**config.mk**
```make
export PLATFORM = sky130hd
export DESIGN_NAME = alu_seq
export DESIGN_NICKNAME = d
export VERILOG_FILES = /design/src/rtl/alu_pkg.sv /design/src/rtl/alu_addsub.sv /design/src/rtl/alu_seq.sv
export SDC_FILE = /design/constraint.sdc
export NUM_CORES = 1
export LEC_CHECK = 0
export ABC_AREA = 1
export CORE_ASPECT_RATIO = 1.25
export CORE_MARGIN = 3
export CORE_UTILIZATION = 61
export DETAILED_ROUTE_END_ITERATION = 8
export GPL_ROUTABILITY_DRIVEN = 0
export GPL_TIMING_DRIVEN = 0
export HOLD_SLACK_MARGIN = 0.08
export PLACE_DENSITY = 0.84
export SYNTH_ARGS = -nofsm -noshare
export SYNTH_HDL_FRONTEND = slang
export SYNTH_SLANG_ARGS = --single-unit
export TNS_END_PERCENT = 20
```
**constraint.sdc**
```tcl
create_clock -name clock -period 7.2 [get_ports clock]
set_input_delay 0.72 -clock clock [delete_from_list [all_inputs] [get_ports clock]]
set_output_delay 0.72 -clock clock [all_outputs]
set_load 0.05 [all_outputs]
```
**src/rtl/alu_pkg.sv**
```systemverilog
// Shared encodings for the sequential ALU: opcodes, FSM states, flag positions.
// Flag register presence is controlled by the ALU_FLAGS_EN macro.
package alu_pkg;

    localparam logic [2:0] OP_ADD  = 3'b000;
    localparam logic [2:0] OP_SUB  = 3'b001;
    localparam logic [2:0] OP_AND  = 3'b010;
    localparam logic [2:0] OP_OR   = 3'b011;
    localparam logic [2:0] OP_XOR  = 3'b100;
    localparam logic [2:0] OP_PASS = 3'b101;
    localparam logic [2:0] OP_MUL  = 3'b110;
    localparam logic [2:0] OP_SHL  = 3'b111;

    typedef enum logic [1:0] {
        ST_IDLE,
        ST_MUL,
        ST_SHL
    } state_t;

    localparam int FLG_N = 3;
    localparam int FLG_Z = 2;
    localparam int FLG_C = 1;
    localparam int FLG_V = 0;

endpackage

```
**src/rtl/alu_addsub.sv**
```systemverilog
// Ripple-carry adder/subtractor; sub=1 computes in1 + ~in2 + 1.
// Shared by ADD/SUB and the multiply accumulate step.
module alu_addsub #(
    parameter int WIDTH = 16
) (
    input  logic [WIDTH-1:0] in1,
    input  logic [WIDTH-1:0] in2,
    input  logic             sub,
    output logic [WIDTH-1:0] s,
    output logic             cout,
    output logic             ovf
);

    logic [WIDTH-1:0] b;
    logic [WIDTH:0]   c;

    always_comb begin
        b    = sub ? ~in2 : in2;
        c    = '0;
        c[0] = sub;
        s    = '0;
        for (int i = 0; i < WIDTH; i++) begin
            s[i]   = in1[i] ^ b[i] ^ c[i];
            c[i+1] = (in1[i] & b[i]) | (c[i] & (in1[i] ^ b[i]));
        end
    end

    assign cout = c[WIDTH];
    // Signed overflow: carry into the sign bit differs from carry out of it.
    assign ovf  = c[WIDTH] ^ c[WIDTH-1];

endmodule

```
**src/rtl/alu_seq.sv**
```systemverilog
// Sequential ALU: A/G registers, single-cycle logic/arith, multi-cycle MUL/SHL.
// Define ALU_FLAGS_EN to build the {N,Z,C,V} flag register.
module alu_seq
    import alu_pkg::*;
#(
    parameter int WIDTH = 16,
    parameter int CNT_W = $clog2(WIDTH) + 1
) (
    input  logic             clock,
    input  logic             resetn,
    input  logic [WIDTH-1:0] buswire,
    input  logic             ain,
    input  logic             gin,
    input  logic [2:0]       op,
    output logic             busy,
    output logic             done,
    output logic [WIDTH-1:0] aluout,
    output logic [3:0]       flags
);

    localparam logic [CNT_W-1:0] W_CNT = CNT_W'(WIDTH);
    localparam logic [CNT_W-1:0] ONE   = CNT_W'(1);

    state_t             state;
    logic [WIDTH-1:0]   a;
    logic [WIDTH-1:0]   g;
    logic [WIDTH-1:0]   mplier;
    logic [WIDTH-1:0]   sh;
    logic [2*WIDTH-1:0] mcand;
    logic [2*WIDTH-1:0] acc;
    logic [CNT_W-1:0]   cnt;
    logic               busy_q;
    logic               done_q;

    logic [WIDTH-1:0]   as_s;
    logic               as_c;
    logic               as_v;
    logic [2*WIDTH-1:0] madd;
    logic [2*WIDTH-1:0] acc_sum;
    logic               unused_mc;
    logic               unused_mv;
    logic [CNT_W-1:0]   n_sh;

    logic               upd;
    logic [WIDTH-1:0]   res;
    logic               c_n;
    logic               v_n;
    logic [3:0]         fl_n;

    alu_addsub #(.WIDTH(WIDTH)) u_as (
        .in1  (buswire),
        .in2  (a),
        .sub  (op == OP_SUB),
        .s    (as_s),
        .cout (as_c),
        .ovf  (as_v)
    );

    assign madd = mplier[0] ? mcand : '0;

    alu_addsub #(.WIDTH(2*WIDTH)) u_acc (
        .in1  (acc),
        .in2  (madd),
        .sub  (1'b0),
        .s    (acc_sum),
        .cout (unused_mc),
        .ovf  (unused_mv)
    );

    // Shift amounts past WIDTH behave like WIDTH: everything shifts out.
    assign n_sh = (buswire[CNT_W-1:0] > W_CNT) ? W_CNT : buswire[CNT_W-1:0];

    always_comb begin
        upd = 1'b0;
        res = g;
        c_n = 1'b0;
        v_n = 1'b0;
        unique case (state)
            ST_IDLE: begin
                if (gin) begin
                    unique case (op)
                        OP_ADD, OP_SUB: begin
                            upd = 1'b1;
                            res = as_s;
                            c_n = as_c;
                            v_n = as_v;
                        end
                        OP_AND: begin
                            upd = 1'b1;
                            res = buswire & a;
                        end
                        OP_OR: begin
                            upd = 1'b1;
                            res = buswire | a;
                        end
                        OP_XOR: begin
                            upd = 1'b1;
                            res = buswire ^ a;
                        end
                        OP_PASS: begin
                            upd = 1'b1;
                            res = buswire;
                        end
                        OP_MUL: begin
                            upd = 1'b0;
                        end
                        OP_SHL: begin
                            if (n_sh == '0) begin
                                upd = 1'b1;
                                res = a;
                            end
                        end
                        default: upd = 1'b0;
                    endcase
                end
            end
            ST_MUL: begin
                if (cnt == ONE) begin
                    upd = 1'b1;
                    res = acc_sum[WIDTH-1:0];
                    c_n = |acc_sum[2*WIDTH-1:WIDTH];
                    v_n = c_n;
                end
            end
            ST_SHL: begin
                if (cnt == ONE) begin
                    upd = 1'b1;
                    res = {sh[WIDTH-2:0], 1'b0};
                    c_n = sh[WIDTH-1];
                end
            end
            default: upd = 1'b0;
        endcase
    end

    always_comb begin
        fl_n        = '0;
        fl_n[FLG_N] = res[WIDTH-1];
        fl_n[FLG_Z] = (res == '0);
        fl_n[FLG_C] = c_n;
        fl_n[FLG_V] = v_n;
    end

    always_ff @(posedge clock or negedge resetn) begin
        if (!resetn) begin
            state  <= ST_IDLE;
            a      <= '0;
            g      <= '0;
            mplier <= '0;
            sh     <= '0;
            mcand  <= '0;
            acc    <= '0;
            cnt    <= '0;
            busy_q <= 1'b0;
            done_q <= 1'b0;
        end else begin
            done_q <= upd;
            if (upd) begin
                g <= res;
            end
            unique case (state)
                ST_IDLE: begin
                    if (ain) begin
                        a <= buswire;
                    end
                    if (gin && op == OP_MUL) begin
                        mcand  <= {{WIDTH{1'b0}}, a};
                        mplier <= buswire;
                        acc    <= '0;
                        cnt    <= W_CNT;
                        busy_q <= 1'b1;
                        state  <= ST_MUL;
                    end else if (gin && op == OP_SHL && n_sh != '0) begin
                        sh     <= a;
                        cnt    <= n_sh;
                        busy_q <= 1'b1;
                        state  <= ST_SHL;
                    end
                end
                ST_MUL: begin
                    acc    <= acc_sum;
                    mcand  <= mcand << 1;
                    mplier <= mplier >> 1;
                    cnt    <= cnt - ONE;
                    if (cnt == ONE) begin
                        busy_q <= 1'b0;
                        state  <= ST_IDLE;
                    end
                end
                ST_SHL: begin
                    sh  <= sh << 1;
                    cnt <= cnt - ONE;
                    if (cnt == ONE) begin
                        busy_q <= 1'b0;
                        state  <= ST_IDLE;
                    end
                end
                default: begin
                    busy_q <= 1'b0;
                    state  <= ST_IDLE;
                end
            endcase
        end
    end

`ifdef ALU_FLAGS_EN
    logic [3:0] flg;

    always_ff @(posedge clock or negedge resetn) begin
        if (!resetn) begin
            flg <= '0;
        end else if (upd) begin
            flg <= fl_n;
        end
    end

    assign flags = flg;
`else
    logic unused_fl;

    assign unused_fl = ^fl_n;
    assign flags     = 4'b0000;
`endif

    assign busy   = busy_q;
    assign done   = done_q;
    assign aluout = g;

endmodule

```
=== Word-level counts from Yosys, hierarchy flattened ===
Index checks and enable logic that the tools add are counted.

* Add/subtract/negate cells: 1
* Order comparisons: 1
* Eq/ne operators: 20
* Muxes and demuxes: 34
* Bitwise logic cells: 235
* Reductions and logical operators: 20

{| class="wikitable"
|+ Operators by type and width
! operator !! number
|-
| 32-bit one-hot mux with 2 select lines || 2
|-
| 16-bit two-way mux || 6
|-
| 32-bit two-way mux || 3
|-
| 16-bit one-hot mux with 6 select lines || 1
|-
| 1-bit bitwise XOR || 95
|-
| 1-bit bitwise AND || 91
|-
| 16-bit one-hot mux with 3 select lines || 1
|-
| 1-bit OR || 45
|-
| 16-bit one-hot mux with 2 select lines || 1
|-
| 15-bit two-way mux || 2
|-
| 15-bit one-hot mux with 2 select lines || 1
|-
| 16-bit bitwise AND || 1
|-
| 16-bit inverter || 1
|-
| 16-bit OR || 1
|-
| 16-bit bitwise XOR || 1
|-
| 5-bit two-way mux || 3
|-
| 3-bit == test (second input constant) || 4
|-
| 2-bit != test (second input constant) || 6
|-
| 5-bit one-hot mux with 2 select lines || 1
|-
| 2-bit AND reduction || 4
|-
| 7-bit by 2-bit != test with 1-bit output (second input constant) || 1
|-
| 7-bit AND reduction || 1
|-
| 3-bit by 2-bit == test with 1-bit output (second input constant) || 2
|-
| 1-bit two-way mux || 6
|-
| 22 further kinds || 31
|}

* Flip-flop bits (word level): 136
* Output and inout bits: 22

=== Logic depth before layout (Yosys ltp) ===
* Word-level depth: 64
* Gate-level depth with buffers: 33
* Depth with buffers taken out: 31

=== Cells and area by module ===
From an unflattened synthesis, not the netlist that was laid out.

* Cell total of the unflattened synthesis: 1462
* Area, all modules: 10313.6 um^2

{| class="wikitable"
|+ Modules (own cells, without submodules)
! module !! instances !! cells each !! area each (um^2) !! sequential area each (um^2)
|-
| alu_seq || 1 || 1108 || 8102.8 || 3403.3
|-
| alu_addsub (u_acc) || 1 || 235 || 1466.4 || 0.0
|-
| alu_addsub (u_as) || 1 || 119 || 744.5 || 0.0
|}

=== Least setup slack after synthesis ===
No wires, ideal clock.

* Path type: input port to flip-flop
* From: input op[1]
* To: register g[15] (netlist: aluout[15])
* Arrival time: 7006 ps
* Required time: 7080 ps
* Path slack: 74 ps
* Cell stages on the path: 32
* Buffers on the path: 2
* Cells stage by stage: buf_6 nor3_4 buf_4 o21ai_0 fa_1 fa_1 fa_1 inv_1 fa_1 fa_1 inv_1 fa_1 fa_1 fa_1 fa_1 fa_1 fa_1 inv_1 fa_1 inv_1 fa_1 fa_1 inv_1 nand3_1 nand2_1 nand2_1 nand3_1 nand2_1 nand2_1 nand2_1 nand2_1 nand2_1

* Word-level cells in the longest chain between the ends: 37
* Elaborated cells on any way between the ends: 82

{| class="wikitable"
|+ Ends and longest elaborated chain
! element !! RTL line !! text
|-
| start, declared || alu_seq.sv:14 || <nowiki>input logic [2:0] op,</nowiki>
|-
| 3-bit by 1-bit == test with 1-bit output || alu_seq.sv:53, alu_seq.sv:81 ||
|-
| 16-bit two-way mux || alu_addsub.sv:18 || <nowiki>b = sub ? ~in2 : in2;</nowiki>
|-
| 1-bit bitwise XOR || alu_addsub.sv:24 || <nowiki>c[i+1] = (in1[i] & b[i]) | (c[i] & (in1[i] ^ b[i]));</nowiki>
|-
| 1-bit bitwise AND || alu_addsub.sv:24 ||
|-
| 1-bit OR || alu_addsub.sv:24 ||
|-
| 1-bit bitwise AND || alu_addsub.sv:24 ||
|-
| 1-bit OR || alu_addsub.sv:24 ||
|-
| 1-bit bitwise AND || alu_addsub.sv:24 ||
|-
| [21 not listed] || -- ||
|-
| 1-bit bitwise AND || alu_addsub.sv:24 ||
|-
| 1-bit OR || alu_addsub.sv:24 ||
|-
| 1-bit bitwise AND || alu_addsub.sv:24 ||
|-
| 1-bit OR || alu_addsub.sv:24 ||
|-
| 1-bit bitwise XOR || alu_addsub.sv:23 || <nowiki>s[i] = in1[i] ^ b[i] ^ c[i];</nowiki>
|-
| 16-bit one-hot mux with 6 select lines || alu_seq.sv:81 || <nowiki>unique case (op)</nowiki>
|-
| 16-bit two-way mux || alu_seq.sv:80 || <nowiki>if (gin) begin</nowiki>
|-
| 16-bit one-hot mux with 3 select lines || alu_seq.sv:78 || <nowiki>unique case (state)</nowiki>
|-
| end signal, assigned || alu_seq.sv:159 || <nowiki>g <= res;</nowiki>
|-
| end, declared || alu_seq.sv:26 || <nowiki>logic [WIDTH-1:0] g;</nowiki>
|}

Parallel ways exist; a longest one is shown, timed or not. The select of a mux whose other input is x is not followed.
A chain may end at the register's enable or synchronous reset.

=== Worst setup path after layout ===
* From: input op[0]
* To: register g[15] (netlist: aluout[15])

Same word-level chain as after synthesis.

==> results.py <==
metrics = {
    "synth": {
        "synthFlopType": "dfrtp_1",
        "ys_seq_area_share_pct": 36.1,
        "ys_types": 44,
        "synth_async_sr_flop_share_pct": 100,
        "netlist_instances": 932,
        "netlist_area_um2": 7210,
        "yosys_warnings": 0,
        "ys_ff_latch": 104,
        "synth-edff-count": 0,
        "synth.avg_cell_area_um2": 7.74,
    },
    "worst_setup_path": {
        "crit_required_ns": 7.44,
        "cp_slowest_stage_delay_ns": 0.41,
        "cp-end-kind": "flip-flop",
        "cp_data_arrival_time_ns": 7.20,
        "crit_top_cell": "fa_1",
        "cp.buffers_inverters": 8,
        "path_class": "primary input to flip-flop",
        "crit_fanout": 7,
        "cp_top_family": "adder cells",
        "crit_cells": 33,
        "regToRegSetupSlack_ns": 0.40,
        "setup.worst_path.start_class": "primary input",
        "r2r_end": "aluout[15]",
        "cp_slowest_cell": "fa_1",
        "r2r_cells": 28,
        "r2r-start": "mplier[0]",
    },
    "global_route": {
        "grt_max_degree": 61,
        "grtUsageMet3_pct": 5.95,
        "grtUsageMet1_pct": 41.9,
        "busiest_layer": "met2",
        "grtUsageTotal_pct": 32.2,
        "grt_pass1_vias": 6391,
        "antenna_found_initial": 0,
        "grt-ovfl-total": 0,
        "grt_use_met2_pct": 49.6,
        "grt_first_pass_wirelength_mm": 32.4,
    },
    "timing": {
        "holdWs_ns": 0.450,
        "tightest_slew_ns": 0.794,
        "finalHoldViolations": 0,
        "worst_slack_ns": 0.246,
        "finalCritPeriodShare_pct": 96.6,
        "slew_headroom_pct": 47.0,
        "drv_slew": 0,
        "fin_crit_ns": 6.95,
        "fmax_mhz": 144,
        "setup_viol": 0,
        "skew_ns": 0.00908,
    },
    "cells_and_area": {
        "drive_above_1_share_pct": 8.27,
        "fin_cells": 1126,
        "n_antenna_cell": 0,
        "nNetsFinal": 1076,
        "design_area_um2": 8140,
        "syn_to_final_growth_pct": 12.9,
    },
    "routing": {
        "vias": 6529,
        "drtPass1Iterations": 5,
        "viasPerCell": 5.80,
        "drc": 0,
        "postRouteWirelength_mm": 19.7,
        "drtIter0Drc": 561,
        "ant_nets": 0,
        "wl_per_cell_um": 17.5,
    },
    "outcome": {
        "status": "complete, no violations",
    },
    "pwr": {
        "power_density_nw_per_um2": 466,
        "ir_worst_vdd_v": 0.000222,
        "leakage_nw": 3.99,
    },
    "clocking": {
        "cts_tree": "built",
        "cts-root-buf": "clkbuf_16",
        "clk_pin_slew_ns": 0.07,
        "clk_latency_ns": 0.35,
        "htreeDepth": 3,
        "clock-sinks": 104,
        "cts_buffers": 9,
        "ctsLongestPathBuffers": 2,
    },
    "placement": {
        "hpwlAfterDp_mm": 14.8,
        "place_inst": 1108,
        "pre_cts_ws_ns": -0.589,
        "io_buffers": 37,
        "dpl_cell_area_um2": 7790,
    },
    "die": {
        "die_y_um": 128,
        "die_w_um": 103,
        "fp-row-count": 43,
        "start_util_pct": 63.8,
        "coreArea_um2": 11300,
        "io_pins": 45,
        "die-area_um2": 13200,
    },
    "run": {
        "max-cap-violations": 0,
    },
    "min_path": {
        "hold_path.class": "primary input to asynchronous set/reset pin",
    },
}
==> Yosys cell counts (all sizes together) (2+ instances only) <==
cell type	count	share of area (%)
o21a	12	1.2
nand3	35	2.7
inv	101	5.3
o22ai	12	1.0
buf	31	3.3
nand4	4	0.56
nor2	79	4.4
a21oi	19	1.3
or2	6	0.52
nor3b	3	0.31
mux2	2	0.36
a31oi	30	2.6
xnor2	2	0.24
nand2	300	16
fa	28	7.8
nor3	5	0.66
xor2	15	1.8
ha	39	6.8
clkbuf	20	1.1
dfrtp	104	36
o21ai	80	5.6
==> worst max path at each step <==
| stage | startpoint | end | slack, ns |
|---|---|---|---|
| after floorplan | op[1] | aluout[15] | 0.07 |
| after global placement | op[0] | aluout[15] | -0.41 |
| after detailed placement | op[0] | aluout[15] | -0.59 |
| after CTS | mplier[0] | aluout[15] | 0.02 |
| after global routing | op[0] | aluout[15] | -0.003 |
| final | op[0] | aluout[15] | 0.25 |
==> what timing repair did <==
item	CTS	global route
setup buffers	3	0
pin swaps	1	2
resized for setup	3	11
setup endpoints to repair	2	4
hold buffers	0	0
==> cell type report <==
type | count | area [um2]
clock inverter | 6 | 82.6
sequential | 104 | 2600
timing repair buffer | 41 | 412
multi-input combinational | 678 | 3930
fill | 903 | 3160
tap | 135 | 169
inverter | 102 | 385
clock buffer | 10 | 239
buffer | 50 | 317
==> report_power, final <==
part / switching [mW] / internal [mW] / leakage (nW) / total, mW
registers: 0.223 / 0.858 / 1.27 / 1.08
clock network: 0.223 / 0.313 / 0.158 / 0.536
logic: 1.41 / 0.772 / 2.56 / 2.18
==> worst register-to-register path, delay by kind of cell, from the launching register on <==
family | cells | cell delay, ns
AOI/OAI and AO/OA | 1 | 0.15
xor gates and xnor gates | 1 | 0.13
adders and majority gates | 14 | 4.91
buffers and inverters | 5 | 0.53
DFF | 1 | 0.44
and+or+nand+nor | 7 | 0.60
==> per-stage QoR <==
stage                TNS, ns  utilization, %  power [mW]
detailed placement     -1.09            68.9        3.20
global route        -0.00304            72.0        4.10
finish                     0            72.0        3.80
global placement      -0.713            68.7        3.11
CTS                        0            72.0        3.75
floorplan                  0               -        2.54
==> layout by cell type, fill, tap and decap left out, drive strengths merged, types with 2 or more instances in the layout <==
cell type	instances
nand2	300
dfrtp	104
inv	101
o21ai	80
nor2	79
ha	39
buf	36
nand3	35
clkdlybuf4s50	34
a31oi	30
clkbuf	30
fa	28
a21oi	19
xor2	15
o22ai	12
o21a	12
or2	6
nor3	5
conb	4
nand4	4
clkinv	4
nor3b	3
xnor2	2
bufinv	2
mux2	2
==> kinds of logic (layout without fill, tap and decap cells) <==
| family | after synthesis | in the layout | synth area share, % |
|---|---|---|---|
| simple gates | 432 | 432 | 25.0 |
| compound gates | 155 | 155 | 12.0 |
| buf+inv | 153 | 209 | 9.72 |
| flops | 104 | 104 | 36.1 |
| fa+ha+maj | 67 | 67 | 14.5 |
| xor+xnor | 17 | 17 | 2.06 |
| mux | 3 | 3 | 0.503 |
| other cells | 1 | 4 | 0.0520 |
==> layer usage <==
layer  vias up  wire [um]
met2       370       9120
met1      3022       7440
li1       3053          -
met3        84       1830
met4         0       1300
met5         -          0
==> sequential cells by signal (all words and copies together) (netlist names) <==
signal  flops
state       2
mcand      16
sh         15
a          16
mplier     16
busy        1
acc        16
aluout     16
done        1
cnt         5
No activity file was read; power rests on OpenSTA's default activity.
